--- src/rtl/ram_bus_arbiter.sv ---
// Two-port req/ack arbiter in front of a single synchronous RAM port.
// Each granted access runs IDLE -> ACCESS -> CAPTURE -> ACK with a fixed four-cycle cadence.
module ram_bus_arbiter #(
  parameter int ADLINES     = 8,
  parameter int DATALINES   = 16,
  parameter int ROUND_ROBIN = 1
) (
  input  logic                 clk,
  input  logic                 rst_n,
  input  logic                 p0_req,
  input  logic                 p0_we,
  input  logic [ADLINES-1:0]   p0_addr,
  input  logic [DATALINES-1:0] p0_wdata,
  output logic                 p0_ack,
  output logic [DATALINES-1:0] p0_rdata,
  input  logic                 p1_req,
  input  logic                 p1_we,
  input  logic [ADLINES-1:0]   p1_addr,
  input  logic [DATALINES-1:0] p1_wdata,
  output logic                 p1_ack,
  output logic [DATALINES-1:0] p1_rdata,
  output logic [ADLINES-1:0]   addressbus,
  output logic                 read,
  output logic                 write,
  output logic [DATALINES-1:0] toram,
  input  logic [DATALINES-1:0] fromram,
  output logic                 busy
);

  typedef enum logic [1:0] {IDLE, ACCESS, CAPTURE, ACK} state_t;

  state_t state, state_nx;
  logic   gnt, gnt_nx;
  logic   last_grant;
  logic   op_we;
  logic   sel_we;

  always_ff @(posedge clk or negedge rst_n) begin
    if (!rst_n) begin
      state <= IDLE;
      gnt   <= 1'b0;
    end else begin
      state <= state_nx;
      gnt   <= gnt_nx;
    end
  end

  // On contention, round robin hands the bus to whichever port did not win last time
  always_comb begin
    state_nx = state;
    gnt_nx   = gnt;
    case (state)
      IDLE: begin
        if (p0_req || p1_req) begin
          state_nx = ACCESS;
          if (p0_req && p1_req)
            gnt_nx = (ROUND_ROBIN != 0) ? ~last_grant : 1'b0;
          else
            gnt_nx = p1_req;
        end
      end
      ACCESS:  state_nx = CAPTURE;
      CAPTURE: state_nx = ACK;
      ACK:     state_nx = IDLE;
      default: state_nx = IDLE;
    endcase
  end

  assign sel_we = gnt_nx ? p1_we : p0_we;

  // Bus and handshake outputs are all registered; the address and write data stay put after an access
  always_ff @(posedge clk or negedge rst_n) begin
    if (!rst_n) begin
      addressbus <= '0;
      toram      <= '0;
      read       <= 1'b0;
      write      <= 1'b0;
      busy       <= 1'b0;
      p0_ack     <= 1'b0;
      p1_ack     <= 1'b0;
      p0_rdata   <= '0;
      p1_rdata   <= '0;
      op_we      <= 1'b0;
      last_grant <= 1'b1;
    end else begin
      case (state)
        IDLE: begin
          if (state_nx == ACCESS) begin
            addressbus <= gnt_nx ? p1_addr : p0_addr;
            toram      <= gnt_nx ? p1_wdata : p0_wdata;
            op_we      <= sel_we;
            read       <= ~sel_we;
            write      <= sel_we;
            busy       <= 1'b1;
          end
        end
        ACCESS: begin
          read       <= 1'b0;
          write      <= 1'b0;
          last_grant <= gnt;
        end
        CAPTURE: begin
          if (!op_we) begin
            if (gnt) p1_rdata <= fromram;
            else     p0_rdata <= fromram;
          end
          if (gnt) p1_ack <= 1'b1;
          else     p0_ack <= 1'b1;
        end
        ACK: begin
          p0_ack <= 1'b0;
          p1_ack <= 1'b0;
          busy   <= 1'b0;
        end
        default: ;
      endcase
    end
  end

endmodule

--- config.mk ---
export PLATFORM = sky130hd
export DESIGN_NAME = ram_bus_arbiter
export DESIGN_NICKNAME = d
export VERILOG_FILES = /design/src/rtl/ram_bus_arbiter.sv
export SDC_FILE = /design/constraint.sdc
export NUM_CORES = 1
export LEC_CHECK = 0
export CAP_MARGIN = 20
export CORE_MARGIN = 5
export CORE_UTILIZATION = 40
export DETAILED_ROUTE_END_ITERATION = 10
export PLACE_DENSITY = 0.77
export SLEW_MARGIN = 20
export SYNTH_ARGS = -nofsm -noshare
export SYNTH_HDL_FRONTEND = slang
export SYNTH_SLANG_ARGS = --single-unit
--- constraint.sdc ---
create_clock -name clk -period 4.55 [get_ports clk]
set_clock_uncertainty 0.2 [all_clocks]
set_input_delay 0.455 -clock clk [delete_from_list [all_inputs] [get_ports clk]]
set_output_delay 0.455 -clock clk [all_outputs]
set_load 0.05 [all_outputs]
=== After elaboration in Yosys (flattened, before gate mapping) ===
Index checks and enable logic that the tools add are counted.

* Flip-flop bits (word level): 66
* Output and inout port bits: 61
* Word-level logic and storage cells: 55

* Equal/unequal tests: 7
* Multiplexer cells: 18
* Bitwise gates (word level): 4
* Reductions and logical operators: 13

{| class="wikitable"
|+ Operator list
! cell !! count
|-
| $mux W16 || 1
|-
| $pmux W1 S2 || 5
|-
| $reduce_and A2 Y1 || 5
|-
| $mux W1 || 9
|-
| $mux W8 || 1
|-
| $pmux W2 S4 || 1
|-
| $ne A2 B2 Y1 const B || 3
|-
| $reduce_and A3 Y1 || 2
|-
| $reduce_bool A2 Y1 || 3
|-
| $eq A2 B1 Y1 const B || 2
|-
| $eq A2 B2 Y1 const B || 2
|-
| $not A1 Y1 || 4
|-
| $logic_not A2 Y1 || 1
|-
| $mux W2 || 1
|-
| $logic_and A1 B1 Y1 || 1
|-
| $logic_or A1 B1 Y1 || 1
|}

=== Depth between registers and ports, before layout ===
* Depth after elaboration: 8
* Gate-level depth with buffers: 8
* Mapped depth without buffers: 6

=== Worst setup path after synthesis ===
No wires, ideal clock.

* Kind: register to register
* Start: register state[0]
* End: register p0_rdata[10]
* Library setup time: 125 ps
* Arrival: 1572 ps
* Required time: 4225 ps
* Slack: 2653 ps
* Cell stages (with the launch flop): 8
* Path buffers: 2
* Cells stage by stage: dfrtp_1 inv_1 ha_1 nor2b_2 and2b_1 buf_6 buf_6 mux2_4

* Cells in the longest elaborated chain, start to end: 2

{| class="wikitable"
|+ RTL lines
! what !! RTL line !! RTL
|-
| start: declaration || 32 || <nowiki>state_t state, state_nx;</nowiki>
|-
| start signal: assignment || 43 || <nowiki>state <= state_nx;</nowiki>
|-
| $eq A2 B2 Y1 || 86 || <nowiki>case (state)</nowiki>
|-
| $reduce_and A3 Y1 (no line) || -- ||
|-
| end signal: assignment || 105 || <nowiki>else p0_rdata <= fromram;</nowiki>
|-
| end: declaration || 15 || <nowiki>output logic [DATALINES-1:0] p0_rdata,</nowiki>
|}

No other way between the ends.
A chain may end at the register's enable or synchronous reset.

=== Final worst setup path ===
* Start: register state[0]
* End: register p0_rdata[12]

The elaborated chain is that of the path after synthesis.

==> impl_metrics.env <==
export IMPL_vias_per_cell=4.64
export IMPL_p_per_area_nw_per_um2=891
export IMPL_wl_per_cell_um=14.9
export IMPL_power_switching_mw=1.84
export IMPL_clk_latency_ns=0.33
export IMPL_cts_made_buffers=9
export IMPL_dieArea_um2=9010
export IMPL_ys_top_cells_by_area="dfrtp_1, mux2_2, mux2i_1"
export IMPL_whs_path_depth=2
export IMPL_rows=31
export IMPL_finalNonFillerCells=451
export IMPL_cp_slowest_cell="and2b_1"
export IMPL_drv_slew=0
export IMPL_switching_share_pct=47.1
export IMPL_end_kind="flip-flop"
export IMPL_htreeDepth=3
export IMPL_drive_gt1_share_pct=15.9
export IMPL_cp_depth=5
export IMPL_hold_violations=0
export IMPL_p_clk_share_pct=12.2
export IMPL_synth_most_common_cell="dfrtp_1"
export IMPL_vdd_drop_max_mv=0.450
export IMPL_cts_tree="built"
export IMPL_drv_cap=0
export IMPL_syn_nets=292
export IMPL_port_buffers=130
export IMPL_path_buf_inv=1
export IMPL_critPathMaxStageDelay_ns=0.74
export IMPL_worst_pin_slew_ns=0.991
export IMPL_post_cts_buffers=0
export IMPL_async_reset_ff_share_pct=100
export IMPL_nNetsFinal=423
export IMPL_track_usage_pct=15.3
export IMPL_synth_cell_type_count=26
export IMPL_cts_sinks=66
export IMPL_yosys_warnings=0
export IMPL_crit_path_start_kind="flip-flop"
export IMPL_grt_pass1_wl_mm=10.5
export IMPL_max_freq_ghz=0.400
export IMPL_start_util_pct=40.4
export IMPL_ys_seq_area_share_pct=57.3
export IMPL_grt_setup_unrepaired="false"
export IMPL_synth_common_cells="dfrtp_1, nand2_1, o21ai_1"
export IMPL_syn_inst=218
export IMPL_drc=0
export IMPL_crit_chain="inv_1, ha_1, nor2b_2, and2b_1, mux2_2"
export IMPL_dpl_cell_count=436
export IMPL_place_ws_ns=1.85
export IMPL_slew_headroom_pct=33.9
export IMPL_syn_area_um2=2880
export IMPL_outcome="finished, final reports clean"
export IMPL_post_route_min_period_ns=2.50
export IMPL_die_height_um=94.9
export IMPL_grt_pass1_vias=2190
export IMPL_comb_power_share_pct=61.0
export IMPL_cts_root_buf="clkbuf_8"
export IMPL_synth_seq_cells=66
export IMPL_syn_to_final_growth_pct=52.3
export IMPL_finalSetupViolations=0
export IMPL_reg2reg_depth=5
export IMPL_vias=2091
export IMPL_antenna_found_initial=0
export IMPL_p_int_mw=2.07
export IMPL_drt_pre_antenna_iters=4
export IMPL_gp_congestion=0.743
export IMPL_setup_tns_final_ns=0
export IMPL_chipWidth_um=94.9
export IMPL_drt_iter0_drc=43
export IMPL_yosysTopAreaCell="dfrtp_1"
export IMPL_ys_flop_type="dfrtp_1"
export IMPL_critPathTopFamily="simple AND/OR/NAND/NOR gates"
export IMPL_clock_path_buffers=2
export IMPL_synth_top_cell_area_share_pct=56.4
export IMPL_syn_area_per_cell_um2=13.2
export IMPL_final_setup_worst_slack_ns=2.05
export IMPL_diodes=0
export IMPL_critPathKind="reg2reg"
export IMPL_seqPwrFrac_pct=26.9
export IMPL_clk_pin_slew_ns=0.07
export IMPL_cts_resized=0
export IMPL_grt_max_degree=56
export IMPL_io_pins=131
export IMPL_synth_edf_count=0
export IMPL_core_um2=7140
export IMPL_total_leakage_power_nw=1.91
export IMPL_finalCritPeriodShare_pct=54.9
export IMPL_hp_class="reg2reg"
export IMPL_worstPathArrival_ns=2.51
export IMPL_crit_required_ns=4.56
export IMPL_crit_path_max_fanout=16
export IMPL_final_antenna_net_count=0
export IMPL_wirelength_mm=6.72
export IMPL_grt_ovfl_total=0
export IMPL_dp_hpwl_mm=5.11
-- tightest hold or removal path: cells and delay by family (launching register included) --
kind             cells  cell delay, ns
AND/OR/NAND/NOR      1            0.05
AO/OA/AOI/OAI        1            0.06
flip-flops           1            0.34
-- logic make-up after synthesis --
group	Yosys count	share of synthesized area (%)
DFF	66	57.3
buffers and inverters	15	4.64
muxes	58	23.3
adders and majority gates	4	1.74
and+or+nand+nor	41	6.51
AOI/OAI and AO/OA	34	6.47
-- power groups by stage --
stage	combinational (mW)	sequential, mW	clock (mW)
floorplan	0.792	1.99	0
global placement	2.38	1.05	0
detailed placement	2.41	1.06	0
CTS	2.42	1.05	0.491
global route	2.53	1.09	0.519
finish	2.39	1.05	0.476
-- timing repair --
| item | 4_1_cts | 5_1_grt |
|---|---|---|
| hold buffers | 1 | 0 |
| setup endpoints to repair | 0 | 0 |
| hold endpoints to repair | 21 | 0 |
-- placed cells by master (no fill, tap or decap), types with 2 or more instances in the layout --
master,count
clkdlybuf4s50_1,129
dfrtp_1,65
nand2_1,27
o21ai_1,25
mux2i_1,24
mux2_2,23
clkbuf_8,11
mux2_4,10
a21oi_1,4
nor2_1,4
ha_1,4
inv_1,3
nand2b_1,2
nand3_1,2
o21ai_0,2
clkinv_2,2
-- layer usage --
| layer | vias to the layer above | part of all wire, % | GRT usage, % | wire [µm] |
|---|---|---|---|---|
| li1 | 1013 | - | - | - |
| met1 | 978 | 44 | 19.4 | 2960 |
| met2 | 95 | 45 | 23.4 | 3050 |
| met3 | 5 | 9.7 | 6.14 | 652 |
| met4 | 0 | 0.76 | 5.77 | 51 |
| met5 | - | 0 | 0 | 0 |
-- flip-flops by register name, summed over array words and instances (netlist names) --
signal and count:
p1_ack 1, p1_rdata 16, busy 1, toram 16, read 1, p0_rdata 16, op_we 1, last_grant 1
addressbus 8, gnt 1, p0_ack 1, state 2, write 1
-- stage by stage --
step                utilization [%]  total power [mW]  cell area [µm²]  hold slack (ns)
floorplan                         -              2.78             2880          -0.0406
global placement               58.7              3.43             4190            0.243
detailed placement             58.7              3.48             4190            0.266
CTS                            61.5              3.96             4390            0.289
global route                   61.5              4.14             4390            0.315
finish                         61.5              3.91             4390            0.282
-- worst paths after layout --
kind,slack [ns],startpoint,end
max in group asynchronous,2.77,rst_n,toram[6]$_DFFE_PN0P_
worst max-delay path,2.05,state[0]$_DFF_PN0_,p0_rdata[12]$_DFFE_PN0P_
min in group asynchronous,0.44,rst_n,p0_rdata[4]$_DFFE_PN0P_
worst min-delay path,0.28,toram[6]$_DFFE_PN0P_,toram[6]$_DFFE_PN0P_
worst min register to register,0.28,toram[6]$_DFFE_PN0P_,toram[6]$_DFFE_PN0P_
worst max register to register,2.05,state[0]$_DFF_PN0_,p0_rdata[12]$_DFFE_PN0P_
-- layout make-up --
type,count,area (µm²)
Inverter,3,11.3
Sequential cell,66,1650
Clock inverter,3,40.0
Multi-Input combinational cell,137,1100
Clock buffer,11,151
Tap cell,99,124
Fill cell,599,2750
Timing Repair Buffer,132,1310
(Power assumes the default switching activity.)
